**config.mk**
```make
export PLATFORM = sky130hd
export DESIGN_NAME = isa_io_cycle_arbiter_flat
export DESIGN_NICKNAME = d
export VERILOG_FILES = /design/src/rtl/isa_io_cycle_arbiter_if.sv /design/src/rtl/isa_io_cycle_arbiter.sv /design/src/flat_wrapper.sv
export SDC_FILE = /design/constraint.sdc
export NUM_CORES = 1
export LEC_CHECK = 0
export CORE_MARGIN = 5
export CORE_UTILIZATION = 38
export DETAILED_ROUTE_END_ITERATION = 7
export PLACE_DENSITY = 0.84
export SETUP_SLACK_MARGIN = 0.4
export SLEW_MARGIN = 20
export SYNTH_ARGS = -nofsm -noshare
export SYNTH_HDL_FRONTEND = slang
export SYNTH_SLANG_ARGS = --single-unit
```
**constraint.sdc**
```tcl
create_clock -name bus_clock -period 2.32 [get_ports bus_clock]
set_input_delay 0.232 -clock bus_clock [delete_from_list [all_inputs] [get_ports bus_clock]]
set_output_delay 0.232 -clock bus_clock [all_outputs]
set_load 0.02 [all_outputs]
```
**src/rtl/isa_io_cycle_arbiter_if.sv**
```systemverilog
// Requester-side handshake and ISA pad signals of the I/O cycle arbiter.
// slave = arbiter view, master = requesters plus pad wiring in the top level.
interface isa_io_cycle_arbiter_if;
  logic [1:0]  req;
  logic [15:0] req0_addr;
  logic [15:0] req0_wdata;
  logic        req0_write;
  logic [15:0] req1_addr;
  logic [15:0] req1_wdata;
  logic        req1_write;
  logic [1:0]  ack;
  logic [15:0] rdata;
  logic [15:0] isa_addr;
  logic [15:0] isa_dout;
  logic [15:0] isa_din;
  logic        isa_data_oe;
  logic        isa_ior_n;
  logic        isa_iow_n;
  logic        isa_aen;
  logic        busy;

  modport slave (
    input  req, req0_addr, req0_wdata, req0_write,
           req1_addr, req1_wdata, req1_write, isa_din,
    output ack, rdata, isa_addr, isa_dout, isa_data_oe,
           isa_ior_n, isa_iow_n, isa_aen, busy
  );

  modport master (
    output req, req0_addr, req0_wdata, req0_write,
           req1_addr, req1_wdata, req1_write, isa_din,
    input  ack, rdata, isa_addr, isa_dout, isa_data_oe,
           isa_ior_n, isa_iow_n, isa_aen, busy
  );
endinterface

```
**src/rtl/isa_io_cycle_arbiter.sv**
```systemverilog
// Round-robin arbiter running full ISA I/O cycles for two requesters.
// Grant-to-ack is SETUP+CMD+HOLD cycles; requests wait (level held) while busy.
module isa_io_cycle_arbiter #(
  parameter int SETUP_CYCLES    = 2,
  parameter int CMD_CYCLES      = 6,
  parameter int HOLD_CYCLES     = 1,
  parameter int RECOVERY_CYCLES = 2
) (
  input  logic                  bus_clock,
  input  logic                  reset_n,
  isa_io_cycle_arbiter_if.slave bus
);

  localparam int CNT_W = 8;

  localparam logic [2:0] IDLE    = 3'd0;
  localparam logic [2:0] SETUP   = 3'd1;
  localparam logic [2:0] CMD     = 3'd2;
  localparam logic [2:0] HOLD    = 3'd3;
  localparam logic [2:0] RECOVER = 3'd4;

  logic [2:0]       state;
  logic [CNT_W-1:0] cnt;
  logic             cnt_done;
  logic             last_grant;
  logic             owner;
  logic             dir_write;
  logic [15:0]      addr_q;
  logic [15:0]      dout_q;
  logic [15:0]      rdata_q;
  logic [1:0]       ack_q;
  logic             take;
  logic             pick;
  logic             in_cycle;

  assign cnt_done = (cnt == '0);

  // The edge that ends RECOVER doubles as the IDLE sampling point, giving an
  // S+C+H+R back-to-back period.
  always_comb begin
    pick = bus.req[1];
    if (bus.req == 2'b11) begin
      pick = ~last_grant;
    end
    take = (bus.req != 2'b00) &&
           ((state == IDLE) || ((state == RECOVER) && cnt_done));
  end

  always_ff @(posedge bus_clock or negedge reset_n) begin
    if (!reset_n) begin
      state      <= IDLE;
      cnt        <= '0;
      last_grant <= 1'b1;
      owner      <= 1'b0;
      dir_write  <= 1'b0;
      addr_q     <= '0;
      dout_q     <= '0;
      rdata_q    <= '0;
      ack_q      <= 2'b00;
    end else begin
      ack_q <= 2'b00;
      case (state)
        IDLE: ;
        SETUP: begin
          if (cnt_done) begin
            state <= CMD;
            cnt   <= CNT_W'(CMD_CYCLES - 1);
          end else begin
            cnt <= cnt - 1'b1;
          end
        end
        CMD: begin
          if (cnt_done) begin
            state <= HOLD;
            cnt   <= CNT_W'(HOLD_CYCLES - 1);
            if (!dir_write) begin
              rdata_q <= bus.isa_din;
            end
          end else begin
            cnt <= cnt - 1'b1;
          end
        end
        HOLD: begin
          if (cnt_done) begin
            state <= RECOVER;
            cnt   <= CNT_W'(RECOVERY_CYCLES - 1);
            ack_q <= owner ? 2'b10 : 2'b01;
          end else begin
            cnt <= cnt - 1'b1;
          end
        end
        RECOVER: begin
          if (cnt_done) begin
            state <= IDLE;
          end else begin
            cnt <= cnt - 1'b1;
          end
        end
        default: state <= IDLE;
      endcase

      // Winner's transaction is frozen here; later requester input changes are ignored.
      if (take) begin
        state      <= SETUP;
        cnt        <= CNT_W'(SETUP_CYCLES - 1);
        owner      <= pick;
        last_grant <= pick;
        addr_q     <= pick ? bus.req1_addr  : bus.req0_addr;
        dout_q     <= pick ? bus.req1_wdata : bus.req0_wdata;
        dir_write  <= pick ? bus.req1_write : bus.req0_write;
      end
    end
  end

  assign in_cycle = (state == SETUP) || (state == CMD) || (state == HOLD);

  assign bus.isa_aen     = ~in_cycle;
  assign bus.isa_data_oe = in_cycle & dir_write;
  assign bus.isa_iow_n   = ~((state == CMD) & dir_write);
  assign bus.isa_ior_n   = ~((state == CMD) & ~dir_write);
  assign bus.isa_addr    = addr_q;
  assign bus.isa_dout    = dout_q;
  assign bus.rdata       = rdata_q;
  assign bus.ack         = ack_q;
  assign bus.busy        = (state != IDLE);

endmodule
```
**src/flat_wrapper.sv**
```systemverilog
// flat-port wrapper written by rule: the top's interface ports become plain ports
module isa_io_cycle_arbiter_flat 
#(
  parameter int SETUP_CYCLES    = 2,
  parameter int CMD_CYCLES      = 6,
  parameter int HOLD_CYCLES     = 1,
  parameter int RECOVERY_CYCLES = 2
)
  (bus_clock, reset_n, bus_req, bus_req0_addr, bus_req0_wdata, bus_req0_write, bus_req1_addr, bus_req1_wdata, bus_req1_write, bus_isa_din, bus_ack, bus_rdata, bus_isa_addr, bus_isa_dout, bus_isa_data_oe, bus_isa_ior_n, bus_isa_iow_n, bus_isa_aen, bus_busy);
  isa_io_cycle_arbiter_if bus_i ();
  input  logic bus_clock;
  input  logic reset_n;
  input wire logic [$bits(bus_i.req)-1:0] bus_req;
  input wire logic [$bits(bus_i.req0_addr)-1:0] bus_req0_addr;
  input wire logic [$bits(bus_i.req0_wdata)-1:0] bus_req0_wdata;
  input wire logic [$bits(bus_i.req0_write)-1:0] bus_req0_write;
  input wire logic [$bits(bus_i.req1_addr)-1:0] bus_req1_addr;
  input wire logic [$bits(bus_i.req1_wdata)-1:0] bus_req1_wdata;
  input wire logic [$bits(bus_i.req1_write)-1:0] bus_req1_write;
  input wire logic [$bits(bus_i.isa_din)-1:0] bus_isa_din;
  output wire logic [$bits(bus_i.ack)-1:0] bus_ack;
  output wire logic [$bits(bus_i.rdata)-1:0] bus_rdata;
  output wire logic [$bits(bus_i.isa_addr)-1:0] bus_isa_addr;
  output wire logic [$bits(bus_i.isa_dout)-1:0] bus_isa_dout;
  output wire logic [$bits(bus_i.isa_data_oe)-1:0] bus_isa_data_oe;
  output wire logic [$bits(bus_i.isa_ior_n)-1:0] bus_isa_ior_n;
  output wire logic [$bits(bus_i.isa_iow_n)-1:0] bus_isa_iow_n;
  output wire logic [$bits(bus_i.isa_aen)-1:0] bus_isa_aen;
  output wire logic [$bits(bus_i.busy)-1:0] bus_busy;
  assign bus_i.req = bus_req;
  assign bus_i.req0_addr = bus_req0_addr;
  assign bus_i.req0_wdata = bus_req0_wdata;
  assign bus_i.req0_write = bus_req0_write;
  assign bus_i.req1_addr = bus_req1_addr;
  assign bus_i.req1_wdata = bus_req1_wdata;
  assign bus_i.req1_write = bus_req1_write;
  assign bus_i.isa_din = bus_isa_din;
  assign bus_ack = bus_i.ack;
  assign bus_rdata = bus_i.rdata;
  assign bus_isa_addr = bus_i.isa_addr;
  assign bus_isa_dout = bus_i.isa_dout;
  assign bus_isa_data_oe = bus_i.isa_data_oe;
  assign bus_isa_ior_n = bus_i.isa_ior_n;
  assign bus_isa_iow_n = bus_i.isa_iow_n;
  assign bus_isa_aen = bus_i.isa_aen;
  assign bus_busy = bus_i.busy;
  isa_io_cycle_arbiter #(.SETUP_CYCLES(SETUP_CYCLES), .CMD_CYCLES(CMD_CYCLES), .HOLD_CYCLES(HOLD_CYCLES), .RECOVERY_CYCLES(RECOVERY_CYCLES)) u_core (.bus_clock(bus_clock), .reset_n(reset_n), .bus(bus_i));
endmodule
```
Word level (Yosys, flattened, before mapping)
Index checks and enable logic that the tools add are counted.
Widths: inputs -> output; s select.
{"block": "totals", "latch_bits": 0, "out_inout_bits": 55, "mem_bits_rw": 0, "romBits": 0, "memories": 0, "word_cells": 61, "ff_bits": 64}
{"block": "op_classes", "n_reduce_logical": 13, "n_mux": 19, "mul": 0, "n_bitwise": 8, "shift": 0, "n_div": 0, "add_sub_neg": 1, "eq_ne": 11, "order_cmp": 0}
{"operator": "$mux 8", "count": 5}
{"operator": "$mux 16", "count": 2}
{"operator": "$pmux 8 s4", "count": 1}
{"operator": "$mux 3", "count": 5}
{"operator": "$pmux 3 s5", "count": 1}
{"operator": "$ne 3x1->1 const B", "count": 4}
{"operator": "$logic_not 8->1", "count": 1}
{"operator": "$sub 8x1->8 const B", "count": 1}
{"operator": "$eq 3x2->1 const B", "count": 2}
{"operator": "$mux 2", "count": 3}
{"operator": "$not 1->1", "count": 5}
{"operator": "$reduce_and 5->1", "count": 1}
{"operator": "$reduce_bool 5->1", "count": 1}
{"operator": "$and 1x1->1", "count": 3}
{"operator": "$eq 3x1->1 const B", "count": 1}
{"operator": "$eq 3x3->1 const B", "count": 1}
{"operator": "$logic_not 3->1", "count": 1}
{"operator": "$logic_or 1x1->1", "count": 3}
{"operator": "$ne 3x3->1 const B", "count": 1}
{"operator": "$reduce_and 3->1", "count": 1}
{"operator": "$reduce_bool 3->1", "count": 1}
{"operator": "$eq 2x2->1 const B", "count": 1}
{"operator": "$logic_and 1x1->1", "count": 2}
{"operator": "$mux 1", "count": 2}
{"operator": "other kinds (3)", "count": 3}

Depth between registers and ports, before layout
{"block": "depth", "word_depth": 6, "depth_mapped": 9, "ltp_nobuf": 7}

Least setup slack after synthesis
OpenSTA, ideal clock, no wires.
{"block": "synth_path", "path_kind": "reg2reg", "startpoint": "reg u_core.cnt[0]", "endpoint": "reg u_core.rdata_q[0], in the netlist u_core.bus.rdata[0]", "setup_slack_ns": 0.015, "arrival_ns": 2.180, "path_stages_with_launch": 10, "n_path_buf": 3, "cell_sequence": "dfrtp_1 > inv_1 > ha_1 > or4b_4 > nand2b_4 > buf_6 > or2_1 > buf_6 > buf_8 > mux2_4"}
{"block": "synth_between", "elab_chain_cells": 2}
{"element": "start: declaration", "line": "isa_io_cycle_arbiter.sv:23", "rtl": "logic [CNT_W-1:0] cnt;"}
{"element": "start signal: assignment", "line": "isa_io_cycle_arbiter.sv:67", "rtl": "cnt <= CNT_W'(CMD_CYCLES - 1);"}
{"element": "start signal: assignment", "line": "isa_io_cycle_arbiter.sv:69", "rtl": "cnt <= cnt - 1'b1;"}
{"element": "start signal: assignment", "line": "isa_io_cycle_arbiter.sv:75", "rtl": "cnt <= CNT_W'(HOLD_CYCLES - 1);"}
{"element": "$logic_not 8->1", "line": "isa_io_cycle_arbiter.sv:36", "rtl": "assign cnt_done = (cnt == '0);"}
{"element": "$reduce_and 3->1 (no source line)"}
{"element": "end signal: assignment", "line": "isa_io_cycle_arbiter.sv:77", "rtl": "rdata_q <= bus.isa_din;"}
{"element": "end: declaration", "line": "isa_io_cycle_arbiter.sv:30", "rtl": "logic [15:0] rdata_q;"}
Every way passes these cells.
A chain may end at the register's enable or synchronous reset.

Final worst setup path
{"block": "layout_path", "startpoint": "reg u_core.cnt[1]", "endpoint": "reg u_core.dout_q[0], in the netlist u_core.bus.isa_dout[0]"}
{"block": "layout_between", "elab_chain_cells": 4}
{"element": "$logic_not 8->1", "line": "isa_io_cycle_arbiter.sv:36"}
{"element": "$logic_and 1x1->1", "line": "isa_io_cycle_arbiter.sv:46", "rtl": "((state == IDLE) || ((state == RECOVER) && cnt_done));"}
{"element": "$logic_or 1x1->1", "line": "isa_io_cycle_arbiter.sv:46"}
{"element": "$logic_and 1x1->1", "line": "isa_io_cycle_arbiter.sv:45", "rtl": "take = (bus.req != 2'b00) &&"}
{"element": "end signal: assignment", "line": "isa_io_cycle_arbiter.sv:109", "rtl": "dout_q <= pick ? bus.req1_wdata : bus.req0_wdata;"}
{"element": "end: declaration", "line": "isa_io_cycle_arbiter.sv:29", "rtl": "logic [15:0] dout_q;"}
Every way passes these cells.

==> flow_summary.json <==
{
  "status": "complete, no violations",
  "period_share_pct": 96.7,
  "switching_share_pct": 24.3,
  "ys_ff_latch": 64,
  "synthDistinctLibCells": 45,
  "drive_gt1_share_pct": 34.5,
  "clock_power_share_pct": 41.1,
  "start_util_pct": 38.6,
  "total_power_uw": 2460,
  "synth_seq_area_share_pct": 51.0,
  "num_rows": 33,
  "dpl.hpwl_mm": 6.56,
  "top_layer": "met4",
  "die_area_mm2": 0.0102,
  "syn_area_per_cell_um2": 10.6,
  "required_ps": 2600,
  "slowest_delay_ps": 460,
  "antenna_found_initial": 0,
  "final_common_cell": "clkdlybuf4s50_1",
  "layout_common_cells": "135 x clkdlybuf4s50_1, 62 x dfrtp_1, 34 x mux2i_1",
  "h-tree-depth": 3,
  "power_switching_uw": 598,
  "syn_area_mm2": 0.00314,
  "cts_buffers": 9,
  "routed_via_density": 5.35,
  "fin_ws_ps": 76.6,
  "grt_pass1_wl_mm": 16.5,
  "relSlewSlack_pct": 60.5,
  "skew_ps": 16.5,
  "wl_met2_mm": 5.84,
  "yosys_most_used_dff": "dfrtp_1",
  "irDropWorstVdd_mv": 0.294,
  "internal-power_uw": 1860,
  "fill_cells": 563,
  "grt_pass1_vias": 3341,
  "critPathLaunchType": "flip-flop",
  "clk_pin_slew_ps": 80,
  "cp_cell_sequence": "inv_2 > ha_4 > or4b_4 > nand2b_4 > a21oi_4 > buf_6 > buf_6 > clkbuf_16 > nor2_4 > a21oi_2",
  "place_congestion": 0.911,
  "drtIter0Drc": 235,
  "grt_overflow_total": 0,
  "nNetsFinal": 558,
  "hold_viol": 0,
  "drt.antenna.violating_nets": 0,
  "worst_pin_slew_ps": 587,
  "yosys.area_share.xor_xnor_pct": 0.836,
  "vias": 3109,
  "final_cells": 581,
  "slew_violations": 0,
  "fp.dieW_um": 101,
  "io_buffers": 140,
  "drt-met1-wl_mm": 4.13,
  "insertion_delay_ps": 350,
  "rrSetupSlack_ps": 80,
  "synth_edf_count": 0,
  "rsz0062_at_grt": "yes",
  "setup_violations": 0,
  "async_flop_share_pct": 100,
  "wirelength_mm": 11.0,
  "grt_start_max_net_pins": 35,
  "cp_max_fo": 8,
  "root_buffer": "clkbuf_8",
  "core_area_mm2": 0.00813,
  "syn_to_final_growth_pct": 81.4,
  "die_h_um": 101,
  "fmax_mhz": 446,
  "wl_met3_um": 859,
  "post_drt_wl_per_cell_um": 19.0,
  "yosysWarnings": 0,
  "crit_type": "reg2reg",
  "worst_path_most_repeated_cell": "buf_6",
  "cap_violations": 0,
  "synthesis.nets": 384,
  "period_needed_ps": 2240,
  "slowest_stage": "or4b_4",
  "diodes": 0,
  "synth_compound_area_share_pct": 12.8,
  "synth_cells": 297,
  "clock_path_buffers": 2,
  "combPwrFrac_pct": 12.6,
  "cts_num_sinks": 64,
  "gr-usage-all-layers_pct": 20.8,
  "ios": 141,
  "synthSimpleGateAreaFrac_pct": 12.5,
  "drc_errors": 0,
  "whs_ps": 337,
  "synth_fa_ha_area_share_pct": 1.04,
  "p_leak_uw": 0.00248,
  "synthMuxAreaShare_pct": 17.8,
  "crit_arrival_ps": 2520,
  "endpoint_kind": "flip-flop",
  "cts_tree": "yes",
  "tns_ps": 0,
  "firstDrtPassIters": 4,
  "powerDensity_mw_per_mm2": 431,
  "p_seq_share_pct": 46.2,
  "preCtsSetupSlack_ps": 81.2,
  "hold_path.class": "in2async",
  "synth_top_family_by_area": "multiplexers",
  "place_inst": 533
}
[worst paths after layout]
path                                           startpoint                                 end  cells after the start
worst max-delay path            u_core.cnt[1]$_DFFE_PN0P_  u_core.bus.isa_dout[0]$_DFFE_PN0N_                     10
worst min-delay path                              reset_n         u_core.bus.ack[0]$_DFF_PN0_                      2
worst max register to register  u_core.cnt[1]$_DFFE_PN0P_  u_core.bus.isa_dout[0]$_DFFE_PN0N_                     10
worst min register to register   u_core.owner$_DFFE_PN0N_         u_core.bus.ack[0]$_DFF_PN0_                      1
max in group asynchronous                         reset_n     u_core.bus.rdata[9]$_DFFE_PN0P_                      3
min in group bus_clock           u_core.owner$_DFFE_PN0N_         u_core.bus.ack[0]$_DFF_PN0_                      1
[cells in the mapped netlist (2+ instances only)]
master / n / share of area [%]
dfrtp_1: 63 / 50
mux2i_1: 34 / 11
inv_1: 5 / 0.60
nand2_1: 9 / 1.1
nand3b_1: 2 / 0.48
clkbuf_1: 8 / 0.96
o22ai_1: 3 / 0.60
mux2_2: 6 / 2.2
maj3_1: 2 / 0.64
o21ai_0: 9 / 1.4
and2_1: 2 / 0.40
nor2_1: 45 / 5.4
a21boi_0: 2 / 0.48
buf_6: 2 / 0.72
a21oi_1: 42 / 6.7
xor2_1: 2 / 0.56
mux2_4: 10 / 4.8
or3_1: 4 / 0.80
nor3_1: 8 / 1.3
buf_2: 8 / 1.3
a22oi_1: 3 / 0.72
nand2b_1: 2 / 0.40
o31ai_1: 2 / 0.48
nand3_1: 3 / 0.48
[critical path: cells and delay by family, from the launching register on]
family / cells / cell delay (ps)
compound gates: 2 / 390
flops: 1 / 400
simple gates: 3 / 690
fa+ha+maj: 1 / 150
buf+inv: 4 / 550
[flip-flops by register name, summed over array words and instances (netlist names)]
name                 flops
u_core.cnt               8
u_core.last_grant        1
u_core.bus.isa_dout     16
u_core.state             3
u_core.bus.isa_addr     16
u_core.dir_write         1
u_core.bus.rdata        16
u_core.bus.ack           2
u_core.owner             1
[routing by layer]
layer	up-vias	track usage, %
met5	-	0
met1	1527	23.2
met3	20	5.81
met4	0	7.26
li1	1401	-
met2	161	37.8
[stage by stage]
step | util (%) | area (um^2)
CTS | 66.2 | 5390
finish | 70.1 | 5700
global placement | 57.9 | 4710
floorplan | - | 3160
detailed placement | 57.9 | 4710
global route | 70.1 | 5700
[cell type report]
| type | count | area [um^2] | share of cell area, % |
|---|---|---|---|
| multi-input cells | 209 | 1810 | 31.8 |
| clock buffers | 11 | 141 | 2.48 |
| repair buffers | 182 | 1930 | 33.8 |
| well taps | 105 | 131 | 2.30 |
| clock inverters | 5 | 63.8 | 1.12 |
| inverters | 5 | 18.8 | 0.329 |
| flip-flops and latches | 64 | 1600 | 28.1 |
[power groups by stage]
stage | Combinational, uW | Sequential, uW | Clock (uW)
3_5_place_dp | 305 | 1160 | 0
2_1_floorplan | 68.2 | 1180 | 0
3_3_place_gp | 298 | 1160 | 0
4_1_cts | 310 | 1140 | 1010
6_report | 311 | 1140 | 1010
5_1_grt | 333 | 1140 | 1070
[logic make-up (layout without fill, tap and decap cells)]
| group | Yosys count | count (layout) |
|---|---|---|
| xor gates and xnor gates | 3 | 3 |
| DFF | 64 | 64 |
| AOI/OAI and AO/OA | 70 | 70 |
| and+or+nand+nor | 83 | 83 |
| muxes | 50 | 50 |
| adders and majority gates | 3 | 3 |
| buffers and inverters | 24 | 203 |
[what timing repair did]
action                                  CTS  global route
buffers inserted                         17             7
cloned                                    6             1
resized for setup                        60            67
endpoints found under the hold margin    13             0
endpoints found under the setup margin   66            68
pin swaps                                12             9
hold buffers                              1             0
Note: power is estimated with default switching activity, not from simulation.
